$ cat src/rtl/al_clk_controller_if.sv
// rtl/al_clk_controller_if.sv - keypad/strobe bundle between alarm clock controller and its neighbours
interface al_clk_controller_if;
  logic        one_second;
  logic        key_valid;
  logic [3:0]  key;
  logic [15:0] new_time;
  logic        load_new_time;
  logic        load_new_alarm;
  logic        one_minute;
  logic        show_new_time;
  logic        show_alarm;
  logic        entry_error;

  modport master (
    output one_second, key_valid, key,
    input  new_time, load_new_time, load_new_alarm, one_minute,
           show_new_time, show_alarm, entry_error
  );

  modport slave (
    input  one_second, key_valid, key,
    output new_time, load_new_time, load_new_alarm, one_minute,
           show_new_time, show_alarm, entry_error
  );
endinterface

$ cat src/rtl/al_clk_controller.sv
// rtl/al_clk_controller.sv - keypad sequencer: BCD HHMM entry, load strobes, display select, minute tick
module al_clk_controller #(
  parameter int TIMEOUT_SEC    = 10,
  parameter int SHOW_ALARM_SEC = 5,
  parameter int SEC_PER_MIN    = 60
) (
  input  logic              clk256,
  input  logic              reset,
  al_clk_controller_if.slave bus
);
  localparam int TO_W = $clog2(TIMEOUT_SEC + 1);
  localparam int SA_W = $clog2(SHOW_ALARM_SEC + 1);
  localparam int SC_W = $clog2(SEC_PER_MIN + 1);

  localparam logic [3:0] KEY_ALARM = 4'hA;
  localparam logic [3:0] KEY_TIME  = 4'hB;
  localparam logic [3:0] KEY_CLEAR = 4'hC;

  typedef enum logic [1:0] {IDLE, ENTRY, SHOW_AL} state_t;

  state_t          state_q;
  logic [15:0]     new_time_q;
  logic            load_time_q;
  logic            load_alarm_q;
  logic            one_minute_q;
  logic            show_new_time_q;
  logic            show_alarm_q;
  logic            entry_error_q;
  logic [SC_W-1:0] sec_cnt_q;
  logic [TO_W-1:0] timeout_cnt_q;
  logic [SA_W-1:0] show_cnt_q;

  logic key_ok;
  logic key_digit;
  logic entry_valid;
  logic load_time_d;

  // Every buffered nibble came from a 0-9 key, so H0<=9 and M0 need no check.
  always_comb begin
    key_ok      = bus.key_valid && (bus.key <= KEY_CLEAR);
    key_digit   = key_ok && (bus.key <= 4'h9);
    entry_valid = (new_time_q[15:12] <= 4'h2) &&
                  ((new_time_q[15:12] != 4'h2) || (new_time_q[11:8] <= 4'h3)) &&
                  (new_time_q[7:4] <= 4'h5);
    load_time_d = (state_q == ENTRY) && key_ok && (bus.key == KEY_TIME) && entry_valid;
  end

  always_ff @(posedge clk256 or posedge reset) begin
    if (reset) begin
      state_q         <= IDLE;
      new_time_q      <= 16'h0000;
      load_time_q     <= 1'b0;
      load_alarm_q    <= 1'b0;
      one_minute_q    <= 1'b0;
      show_new_time_q <= 1'b0;
      show_alarm_q    <= 1'b0;
      entry_error_q   <= 1'b0;
      sec_cnt_q       <= '0;
      timeout_cnt_q   <= '0;
      show_cnt_q      <= '0;
    end else begin
      load_time_q   <= load_time_d;
      load_alarm_q  <= 1'b0;
      entry_error_q <= 1'b0;

      case (state_q)
        IDLE: begin
          if (key_digit) begin
            state_q         <= ENTRY;
            new_time_q      <= {12'h000, bus.key};
            timeout_cnt_q   <= '0;
            show_new_time_q <= 1'b1;
          end else if (key_ok && (bus.key == KEY_ALARM)) begin
            state_q      <= SHOW_AL;
            show_cnt_q   <= '0;
            show_alarm_q <= 1'b1;
          end
        end

        ENTRY: begin
          if (key_ok) begin
            timeout_cnt_q <= '0;
            if (key_digit) begin
              new_time_q <= {new_time_q[11:0], bus.key};
            end else if (bus.key == KEY_CLEAR) begin
              new_time_q <= 16'h0000;
            end else begin
              state_q         <= IDLE;
              show_new_time_q <= 1'b0;
              if (!entry_valid) begin
                entry_error_q <= 1'b1;
              end else if (bus.key == KEY_ALARM) begin
                load_alarm_q <= 1'b1;
              end
            end
          end else if (bus.one_second) begin
            if (timeout_cnt_q == TO_W'(TIMEOUT_SEC - 1)) begin
              state_q         <= IDLE;
              show_new_time_q <= 1'b0;
              new_time_q      <= 16'h0000;
              timeout_cnt_q   <= '0;
            end else begin
              timeout_cnt_q <= timeout_cnt_q + 1'b1;
            end
          end
        end

        SHOW_AL: begin
          if (key_ok || (bus.one_second && (show_cnt_q == SA_W'(SHOW_ALARM_SEC - 1)))) begin
            state_q      <= IDLE;
            show_alarm_q <= 1'b0;
          end else if (bus.one_second) begin
            show_cnt_q <= show_cnt_q + 1'b1;
          end
        end

        default: begin
          state_q         <= IDLE;
          show_new_time_q <= 1'b0;
          show_alarm_q    <= 1'b0;
        end
      endcase

      // Loading a new time restarts the minute so the first tick is a full minute later.
      if (load_time_d) begin
        sec_cnt_q    <= '0;
        one_minute_q <= 1'b0;
      end else if (bus.one_second) begin
        if (sec_cnt_q == SC_W'(SEC_PER_MIN - 1)) begin
          sec_cnt_q    <= '0;
          one_minute_q <= 1'b1;
        end else begin
          sec_cnt_q    <= sec_cnt_q + 1'b1;
          one_minute_q <= 1'b0;
        end
      end else begin
        one_minute_q <= 1'b0;
      end
    end
  end

  assign bus.new_time       = new_time_q;
  assign bus.load_new_time  = load_time_q;
  assign bus.load_new_alarm = load_alarm_q;
  assign bus.one_minute     = one_minute_q;
  assign bus.show_new_time  = show_new_time_q;
  assign bus.show_alarm     = show_alarm_q;
  assign bus.entry_error    = entry_error_q;
endmodule
$ cat src/flat_wrapper.sv
// flat-port wrapper written by rule: the top's interface ports become plain ports
module al_clk_controller_flat 
#(
  parameter int TIMEOUT_SEC    = 10,
  parameter int SHOW_ALARM_SEC = 5,
  parameter int SEC_PER_MIN    = 60
)
  (clk256, reset, bus_one_second, bus_key_valid, bus_key, bus_new_time, bus_load_new_time, bus_load_new_alarm, bus_one_minute, bus_show_new_time, bus_show_alarm, bus_entry_error);
  al_clk_controller_if bus_i ();
  input  logic clk256;
  input  logic reset;
  input wire logic [$bits(bus_i.one_second)-1:0] bus_one_second;
  input wire logic [$bits(bus_i.key_valid)-1:0] bus_key_valid;
  input wire logic [$bits(bus_i.key)-1:0] bus_key;
  output wire logic [$bits(bus_i.new_time)-1:0] bus_new_time;
  output wire logic [$bits(bus_i.load_new_time)-1:0] bus_load_new_time;
  output wire logic [$bits(bus_i.load_new_alarm)-1:0] bus_load_new_alarm;
  output wire logic [$bits(bus_i.one_minute)-1:0] bus_one_minute;
  output wire logic [$bits(bus_i.show_new_time)-1:0] bus_show_new_time;
  output wire logic [$bits(bus_i.show_alarm)-1:0] bus_show_alarm;
  output wire logic [$bits(bus_i.entry_error)-1:0] bus_entry_error;
  assign bus_i.one_second = bus_one_second;
  assign bus_i.key_valid = bus_key_valid;
  assign bus_i.key = bus_key;
  assign bus_new_time = bus_i.new_time;
  assign bus_load_new_time = bus_i.load_new_time;
  assign bus_load_new_alarm = bus_i.load_new_alarm;
  assign bus_one_minute = bus_i.one_minute;
  assign bus_show_new_time = bus_i.show_new_time;
  assign bus_show_alarm = bus_i.show_alarm;
  assign bus_entry_error = bus_i.entry_error;
  al_clk_controller #(.TIMEOUT_SEC(TIMEOUT_SEC), .SHOW_ALARM_SEC(SHOW_ALARM_SEC), .SEC_PER_MIN(SEC_PER_MIN)) u_core (.clk256(clk256), .reset(reset), .bus(bus_i));
endmodule
$ cat config.mk
export PLATFORM = sky130hd
export DESIGN_NAME = al_clk_controller_flat
export DESIGN_NICKNAME = d
export VERILOG_FILES = /design/src/rtl/al_clk_controller_if.sv /design/src/rtl/al_clk_controller.sv /design/src/flat_wrapper.sv
export SDC_FILE = /design/constraint.sdc
export NUM_CORES = 1
export LEC_CHECK = 0
export CORE_ASPECT_RATIO = 0.5
export CORE_UTILIZATION = 45
export CTS_BUF_LIST = sky130_fd_sc_hd__clkbuf_16
export DETAILED_ROUTE_END_ITERATION = 10
export GPL_ROUTABILITY_DRIVEN = 0
export PLACE_DENSITY_LB_ADDON = 0.3
export REMOVE_ABC_BUFFERS = 1
export SYNTH_ARGS = -nofsm -noshare
export SYNTH_HDL_FRONTEND = slang
export SYNTH_SLANG_ARGS = --single-unit
$ cat constraint.sdc
create_clock -name clk256 -period 2.2 [get_ports clk256]
set_input_delay 0.33 -clock clk256 [delete_from_list [all_inputs] [get_ports clk256]]
set_output_delay 0.33 -clock clk256 [all_outputs]
set_load 0.01 [all_outputs]
## Word-level counts from Yosys, hierarchy flattened

Cells that the tools add are included.

- Equal/unequal tests: 21
- Shift operators: 0
- Order comparisons: 5
- Bitwise logic cells: 2
- Reduce and logical (&&, ||, !) cells: 21
- Mux-type cells: 54
- Add/subtract/negate cells: 3
- Divide/modulo/power cells: 0
- Multipliers: 0

Operators by type and width:

| cell | number |
|---|---|
| $mux W16 | 6 |
| $pmux W16 S2 | 1 |
| $mux W1 | 23 |
| $mux W6 | 3 |
| $eq A4 B4 Y1 const B | 4 |
| $mux W2 | 8 |
| $mux W4 | 4 |
| $mux W3 | 4 |
| $reduce_and A6 Y1 | 2 |
| $reduce_and A5 Y1 | 2 |
| $logic_and A1 B1 Y1 | 9 |
| $le A4 B2 Y1 const B | 2 |
| $le A4 B4 Y1 const B | 2 |
| $pmux W4 S2 | 1 |
| $add A6 B1 Y6 const B | 1 |
| $eq A6 B6 Y1 const B | 1 |
| $ne A2 B1 Y1 const B | 3 |
| $ne A2 B2 Y1 const B | 3 |
| $ne A3 B2 Y1 const B | 2 |
| $ne A3 B3 Y1 const B | 2 |
| $pmux W1 S3 | 2 |
| $pmux W2 S3 | 1 |
| $pmux W3 S2 | 1 |
| $reduce_bool A2 Y1 | 3 |
| other kinds (14) | 16 |

- Output and inout port bits: 22
- Logic and storage cells: 117
- Bits in read-only memories: 0
- Flip-flop bits (word level): 37
- Bits in writable memories: 0
- Latch bits: 0
- Bits of input ports: 8
- Memories: 0

## Longest topological paths before layout

Gate-level depths: netlist of the first run.

- Depth in word-level cells: 9
- Depth in mapped cells: 8
- Depth with buffers taken out: 6

## Worst setup path after synthesis of the first run

Ideal clock, no wire load.

- Path kind: register to register
- Start: reg u_core.timeout_cnt_q[1]
- End: reg u_core.new_time_q[9] (netlist: u_core.bus.new_time[9])
- Period minus slack after synthesis: 1.707 ns
- Required time: 2.078 ns
- Setup time: 0.122 ns
- Buffers on the path: 2
- Setup slack: 0.493 ns
- Cell stages (with the launch flop): 9
- Data arrival time: 1.585 ns
- Cell sequence: dfrtp_1 inv_1 ha_1 and4b_1 a21oi_1 or2_1 buf_2 buf_6 a32o_1

- Word-level cells in the longest chain between the ends: 3

RTL lines:

| element | RTL line | text |
|---|---|---|
| start: declaration | al_clk_controller.sv:30 | `logic [TO_W-1:0] timeout_cnt_q;` |
| start signal: assignment | al_clk_controller.sv:103 | `timeout_cnt_q <= timeout_cnt_q + 1'b1;` |
| $eq A4 B4 Y1 | al_clk_controller.sv:97 | `if (timeout_cnt_q == TO_W'(TIMEOUT_SEC - 1)) begin` |
| $ne A3 B2 Y1 (no line) | -- |  |
| $reduce_and A5 Y1 (no line) | -- |  |
| end signal: assignment | al_clk_controller.sv:70 | `new_time_q <= {12'h000, bus.key};` |
| end signal: assignment | al_clk_controller.sv:84 | `new_time_q <= {new_time_q[11:0], bus.key};` |
| end: declaration | al_clk_controller.sv:22 | `logic [15:0] new_time_q;` |

Every way passes these cells.
A chain may end at the register's enable or synchronous reset.

## Worst setup path after layout of the first run

- Start: in bus_key[1]
- End: reg u_core.new_time_q[15] (netlist: u_core.bus.new_time[15])

- Word-level cells in the longest chain between the ends: 6
- Elaborated cells on any way between the ends: 13
- Those cells by class: order compare: 2; eq/ne: 5; mux: 3; reduce/logical: 3

RTL lines:

| element | RTL line | text |
|---|---|---|
| start: declaration | flat_wrapper.sv:14 | `input wire logic [$bits(bus_i.key)-1:0] bus_key;` |
| $le A4 B4 Y1 | al_clk_controller.sv:40 | `key_ok = bus.key_valid && (bus.key <= KEY_CLEAR);` |
| $logic_and A1 B1 Y1 | al_clk_controller.sv:40 |  |
| $logic_and A1 B1 Y1 | al_clk_controller.sv:41 | `key_digit = key_ok && (bus.key <= 4'h9);` |
| $mux W16 | al_clk_controller.sv:83 | `if (key_digit) begin` |
| $mux W16 | al_clk_controller.sv:81 | `if (key_ok) begin` |
| $pmux W16 S2 | al_clk_controller.sv:66 | `case (state_q)` |

Parallel ways exist; a longest one is shown, timed or not.

==> results of run 1 <==
worst paths after layout:
check / to / slack, ps / depth (start not counted)
worst max-delay path: u_core.bus.new_time[15] / 260 / 5
worst min-delay path: u_core.bus.show_alarm / 450 / 3
worst max register to register: u_core.bus.new_time[2] / 310 / 6
worst min register to register: u_core.bus.show_new_time / 510 / 1
max in group asynchronous: u_core.bus.new_time[0] / 1420 / 3
min in group clk256: u_core.bus.show_new_time / 510 / 1
routing by layer:
layer / track usage / vias to the layer above / wire (um)
met5: 0 / - / 0
met4: 0.0800 / 0 / 42
met3: 0.0492 / 4 / 191
met2: 0.309 / 40 / 1930
met1: 0.280 / 735 / 1990
li1: - / 737 / -
state kept, by name (all words and copies together) (netlist names):
| register | flops |
|---|---|
| u_core.bus.new_time | 16 |
| u_core.sec_cnt_q | 6 |
| u_core.timeout_cnt_q | 4 |
| u_core.show_cnt_q | 3 |
| u_core.state_q | 2 |
| u_core.bus.entry_error | 1 |
| u_core.bus.load_new_alarm | 1 |
| u_core.bus.load_new_time | 1 |
| u_core.bus.one_minute | 1 |
| u_core.bus.show_alarm | 1 |
| u_core.bus.show_new_time | 1 |
per-stage QoR:
| step | setup slack [ps] | instances | hold slack [ps] |
|---|---|---|---|
| global route | 138 | 265 | 560 |
| floorplan | 564 | 165 | 401 |
| CTS | 296 | 265 | 474 |
| finish | 262 | 265 | 452 |
| detailed placement | 5.48 | 257 | 514 |
| global placement | 65.9 | 257 | 503 |
worst max-delay path, delay by kind of cell:
| kind | cells | cell delay, ps |
|---|---|---|
| AND/OR/NAND/NOR | 2 | 790 |
| AO/OA/AOI/OAI | 2 | 490 |
| buffers and inverters | 1 | 550 |
cells in the mapped netlist, drive strengths merged, types with 2 or more instances:
cell and number:
nor4b 2, or4 4, a21oi 10, nand3b 2
o221ai 2, inv 10, nand2 11, nand2b 3
nand4b 2, o211ai 3, o21ai 3, clkbuf 2
nor2 14, buf 8, a311oi 2, nor3 5
nand3 4, ha 5, a31oi 3, a211oi 3
o2111ai 2, dfrtp 37, o31ai 3, a32o 15
or2 2
placed cells by master (no fill, tap or decap), types with 2 or more instances in the layout:
cell             Yosys  layout
a311oi_1             2       2
inv_1                9       9
ha_1                 5       5
a32o_1              15      15
clkbuf_16            0       5
buf_4                1       9
o21ai_1              2       2
a211oi_1             2       2
o211ai_1             2       2
o221ai_1             2       2
nor2_1              14      14
or4_1                3       3
dfrtp_1             37      37
nand2_1             10      10
o31ai_1              3       3
clkdlybuf4s50_1      0      29
a31oi_1              3       3
a21oi_1             10      10
nand3b_1             2       2
nand2b_1             3       3
o2111ai_1            2       2
nand3_1              4       4
nor3_1               5       5
cell families after synthesis:
kind of cell | Yosys count | synth area share
simple gates | 58 | 0.180
compound gates | 52 | 0.220
flops | 37 | 0.488
buf+inv | 20 | 0.0627
fa+ha+maj | 5 | 0.0330
mux | 2 | 0.0112
xor+xnor | 1 | 0.00462
power by group:
part | internal, mW | leakage (nW) | total, mW | switching, mW
Combinational | 0.318 | 0.473 | 0.576 | 0.258
Sequential | 0.819 | 0.487 | 0.966 | 0.147
Clock | 0.530 | 0.0775 | 0.800 | 0.270
final cells by class:
type / instances / area share
clock buffers: 5 / 0.0520
inverters: 10 / 0.0156
repair buffers: 38 / 0.149
clock inverters: 3 / 0.0172
well taps: 54 / 0.0281
flip-flops and latches: 37 / 0.385
multi-input cells: 118 / 0.354
==> results.py, run 1 <==
metrics = {
    "worst_setup_path": {
        "worstPathMaxFanout": 12,
        "criticalPathCategory": "primary input to register",
        "startpoint": "bus_key[1]",
        "critPathRequiredTime_ps": 2410,
        "start_kind": "primary input",
        "slowest_delay_ps": 630,
        "path_cells": "clkdlybuf4s50_1 > o21a_1 > nand2b_1 > nor2_1 > a32o_1",
        "end_kind": "register",
        "r2r-start": "u_core.timeout_cnt_q[1]",
        "crit_arrival_ps": 2150,
        "critPathSlowestCell": "nor2_1",
    },
    "cts": {
        "cts_tree": "built",
        "root_buffer": "clkbuf_16",
        "cts_hold_buf": 0,
        "cts-buffers-inserted": 5,
        "clockBufferDepth": 2,
        "htreeDepth": 2,
        "clk_latency_ps": 280,
        "cts_sinks": 37,
        "post_cts_buffers": 0,
        "clk_pin_slew_worst_paths_ps": 50,
        "cts_resized": 0,
    },
    "sta": {
        "final_max_slew_viol_count": 0,
        "max-slew-margin-rel": 0.478,
        "hold_viol": 0,
        "final.min_clock_period_ps": 1940,
        "grt_setup_unrepaired": "false",
        "setup_viol": 0,
        "max_freq_mhz": 516,
        "tns_ps": 0,
        "tightest_slew_ps": 780,
        "period_share": 0.881,
        "clock_skew_ps": 2.15,
    },
    "place": {
        "dpl_cell_area_sq_um": 2240,
        "hpwl_mm": 2.88,
        "port_buffers": 29,
    },
    "synth": {
        "yosysTopAreaCellShare": 0.488,
        "synth_area_leaders": "dfrtp_1, a32o_1, ha_1",
        "ys_ff_latch": 37,
        "syn_inst": 175,
        "ys_types": 54,
        "synth_top_area_cell": "dfrtp_1",
        "synth_edf_count": 0,
        "syn-cell-area_sq_um": 1900,
        "ys_seq_area_frac": 0.488,
        "synthArstFlopShare": 1.00,
        "ys_warn_count": 0,
        "avgSynthCellArea_sq_um": 10.8,
        "synth_ff_type": "dfrtp_1",
    },
    "cells_and_area": {
        "syn2layout_area_growth_pct": 26.9,
        "drive_gt1_frac": 0.114,
        "multi_input_area_sq_um": 851,
        "regArea_sq_um": 926,
        "insertedDiodeCount": 0,
        "final_core_util": 0.607,
        "final_cell_area_sq_um": 2410,
        "fillers": 346,
        "final_nets": 223,
    },
    "die": {
        "core_sq_um": 3960,
        "ios": 30,
        "die_h_um": 47.9,
        "fp.dieArea_sq_um": 4490,
        "initial_core_util": 0.478,
        "std_cell_rows": 16,
        "die_w_um": 93.8,
    },
    "power_and_ir_drop": {
        "power_leakage_nw": 1.04,
        "pwr_density_cell_nw_per_um2": 973,
        "total_power_mw": 2.34,
        "ir_drop_mv": 0.465,
    },
    "global_route": {
        "overflow": 0,
        "antenna_found_initial": 0,
        "grt_max_degree": 38,
        "grt_pass1_vias": 1323,
        "grt_pass1_wl_mm": 6.54,
        "grt_usage": 0.201,
    },
    "detailed_routing": {
        "route.vias.total": 1516,
        "drc": 0,
        "first_pass_iters": 4,
        "drt_wl_total_mm": 4.15,
        "vias_per_cell": 5.72,
        "wl_per_cell_um": 15.7,
        "drtAntennaViolNets": 0,
        "drt_iter0_markers": 61,
    },
    "run": {
        "cap_violations": 0,
    },
    "hold_path": {
        "worstHoldPathType": "primary input to asynchronous set/reset pin",
    },
    "outcome": {
        "status": "finished clean",
    },
}
Power figures use the tool's default switching activity.
==> inputs of run 2 (changes only) <==
CORE_MARGIN = 4   (was unset)
RECOVER_POWER = 25   (was unset)
==> results.py, run 2 (synthesis gave the netlist of run 1 again) <==
metrics = {
    "run": {
        "cap_violations": 0,
    },
    "die": {
        "fp.dieArea_sq_um": 5380,
        "initial_core_util": 0.476,
        "ios": 30,
        "die_h_um": 53.9,
        "std_cell_rows": 16,
        "die_w_um": 99.8,
        "core_sq_um": 3980,
    },
    "worst_setup_path": {
        "criticalPathCategory": "primary input to register",
        "timing.rr.end": "u_core.bus.new_time[2]",
        "end_kind": "register",
        "critPathRequiredTime_ps": 2410,
        "reg2reg_slack_ps": 330,
        "start_kind": "primary input",
        "crit_arrival_ps": 2210,
        "worstPathMaxFanout": 12,
        "r2r-start": "u_core.timeout_cnt_q[1]",
        "reg2regPathDepth": 6,
    },
    "cts": {
        "post_cts_buffers": 0,
        "cts_tree": "built",
        "clockBufferDepth": 2,
        "clk_latency_ps": 280,
        "clk_pin_slew_worst_paths_ps": 60,
        "cts-buffers-inserted": 5,
        "cts_hold_buf": 0,
        "htreeDepth": 2,
        "cts_sinks": 37,
        "cts_resized": 0,
        "root_buffer": "clkbuf_16",
    },
    "sta": {
        "final.min_clock_period_ps": 2000,
        "setup_viol": 0,
        "clock_skew_ps": 5.56,
        "grt_setup_unrepaired": "false",
        "max-slew-margin-rel": 0.392,
        "final_max_slew_viol_count": 0,
        "period_share": 0.910,
        "max_freq_mhz": 499,
        "hold_viol": 0,
        "tightest_slew_ps": 912,
    },
    "cells_and_area": {
        "final_nets": 223,
        "layout_common_cells": "dfrtp_1, clkdlybuf4s50_1, a32o_1",
        "regArea_sq_um": 926,
        "multi_input_area_sq_um": 851,
        "drive_gt1_frac": 0.114,
        "finalNonFillerCells": 265,
        "layout_commonest_cell": "dfrtp_1",
        "fillers": 341,
        "largest_register_ffs": 16,
        "final_cell_area_sq_um": 2400,
        "syn2layout_area_growth_pct": 26.8,
        "insertedDiodeCount": 0,
    },
    "place": {
        "hpwl_mm": 2.93,
        "port_buffers": 29,
        "dpl_cell_area_sq_um": 2240,
        "placed_cells": 257,
    },
    "global_route": {
        "grt_pass1_vias": 1442,
        "grt_pass1_wl_mm": 7.02,
        "overflow": 0,
        "grt_max_degree": 38,
        "antenna_found_initial": 0,
        "grt_usage": 0.166,
    },
    "detailed_routing": {
        "drt_iter0_markers": 91,
        "drt_wl_total_mm": 4.05,
        "route.vias.total": 1522,
        "first_pass_iters": 4,
        "wl_per_cell_um": 15.3,
        "vias_per_cell": 5.74,
        "drc": 0,
        "drtAntennaViolNets": 0,
    },
    "power_and_ir_drop": {
        "pwr_density_cell_nw_per_um2": 965,
        "ir_drop_mv": 0.488,
        "power_leakage_nw": 1.04,
    },
    "outcome": {
        "status": "finished clean",
    },
    "hold_path": {
        "min_from": "u_core.bus.show_new_time",
        "worstHoldPathType": "register to register",
        "hold_end": "u_core.bus.show_new_time",
        "min_delay_path_depth": 1,
    },
}
run 2: worst max-delay path, cell delays in order:
cell and delay, ps:
clkdlybuf4s50_1 550, o21a_1 270, nand2b_1 160, nor2_1 680
a32o_1 220
run 2: per-layer routing:
metal | up-vias | GRT usage | wire [um]
met4 | 0 | 0.0476 | 50
met1 | 744 | 0.225 | 2030
li1 | 738 | - | -
met5 | - | 0 | 0
met2 | 33 | 0.267 | 1780
met3 | 7 | 0.0453 | 190
run 2: worst max path at each step:
stage / from / to / slack, ps / cells past startpoint
2_1_floorplan: u_core.timeout_cnt_q[1] / u_core.bus.new_time[0] / 560 / 6
3_3_place_gp: bus_key[1] / u_core.bus.new_time[2] / 30 / 5
3_5_place_dp: bus_key[1] / u_core.bus.new_time[13] / -30 / 5
4_1_cts: bus_key[1] / u_core.bus.new_time[13] / 260 / 5
5_1_grt: bus_key[1] / u_core.bus.new_time[2] / 130 / 5
6_report: bus_key[1] / u_core.bus.new_time[13] / 200 / 5
run 2: power breakdown:
part / leakage [nW] / internal, mW / switching [mW] / total [mW]
Combinational: 0.473 / 0.316 / 0.255 / 0.571
Sequential: 0.487 / 0.819 / 0.141 / 0.959
Clock: 0.0775 / 0.530 / 0.260 / 0.789
run 2: metrics by stage:
step	utilization	setup WS (ps)	TNS [ps]	hold WS, ps	power [mW]
floorplan	-	564	0	401	1.26
global placement	0.562	29.9	0	500	1.53
detailed placement	0.562	-32.3	-268	496	1.55
CTS	0.604	255	0	484	2.34
global route	0.603	134	0	528	2.46
finish	0.603	197	0	509	2.32
run 2: final cells by class:
type	instances	share of cell area
clock buffers	5	0.0521
clock inverters	3	0.0172
inverters	10	0.0156
multi-input cells	118	0.354
flip-flops and latches	37	0.385
well taps	54	0.0281
repair buffers	38	0.148
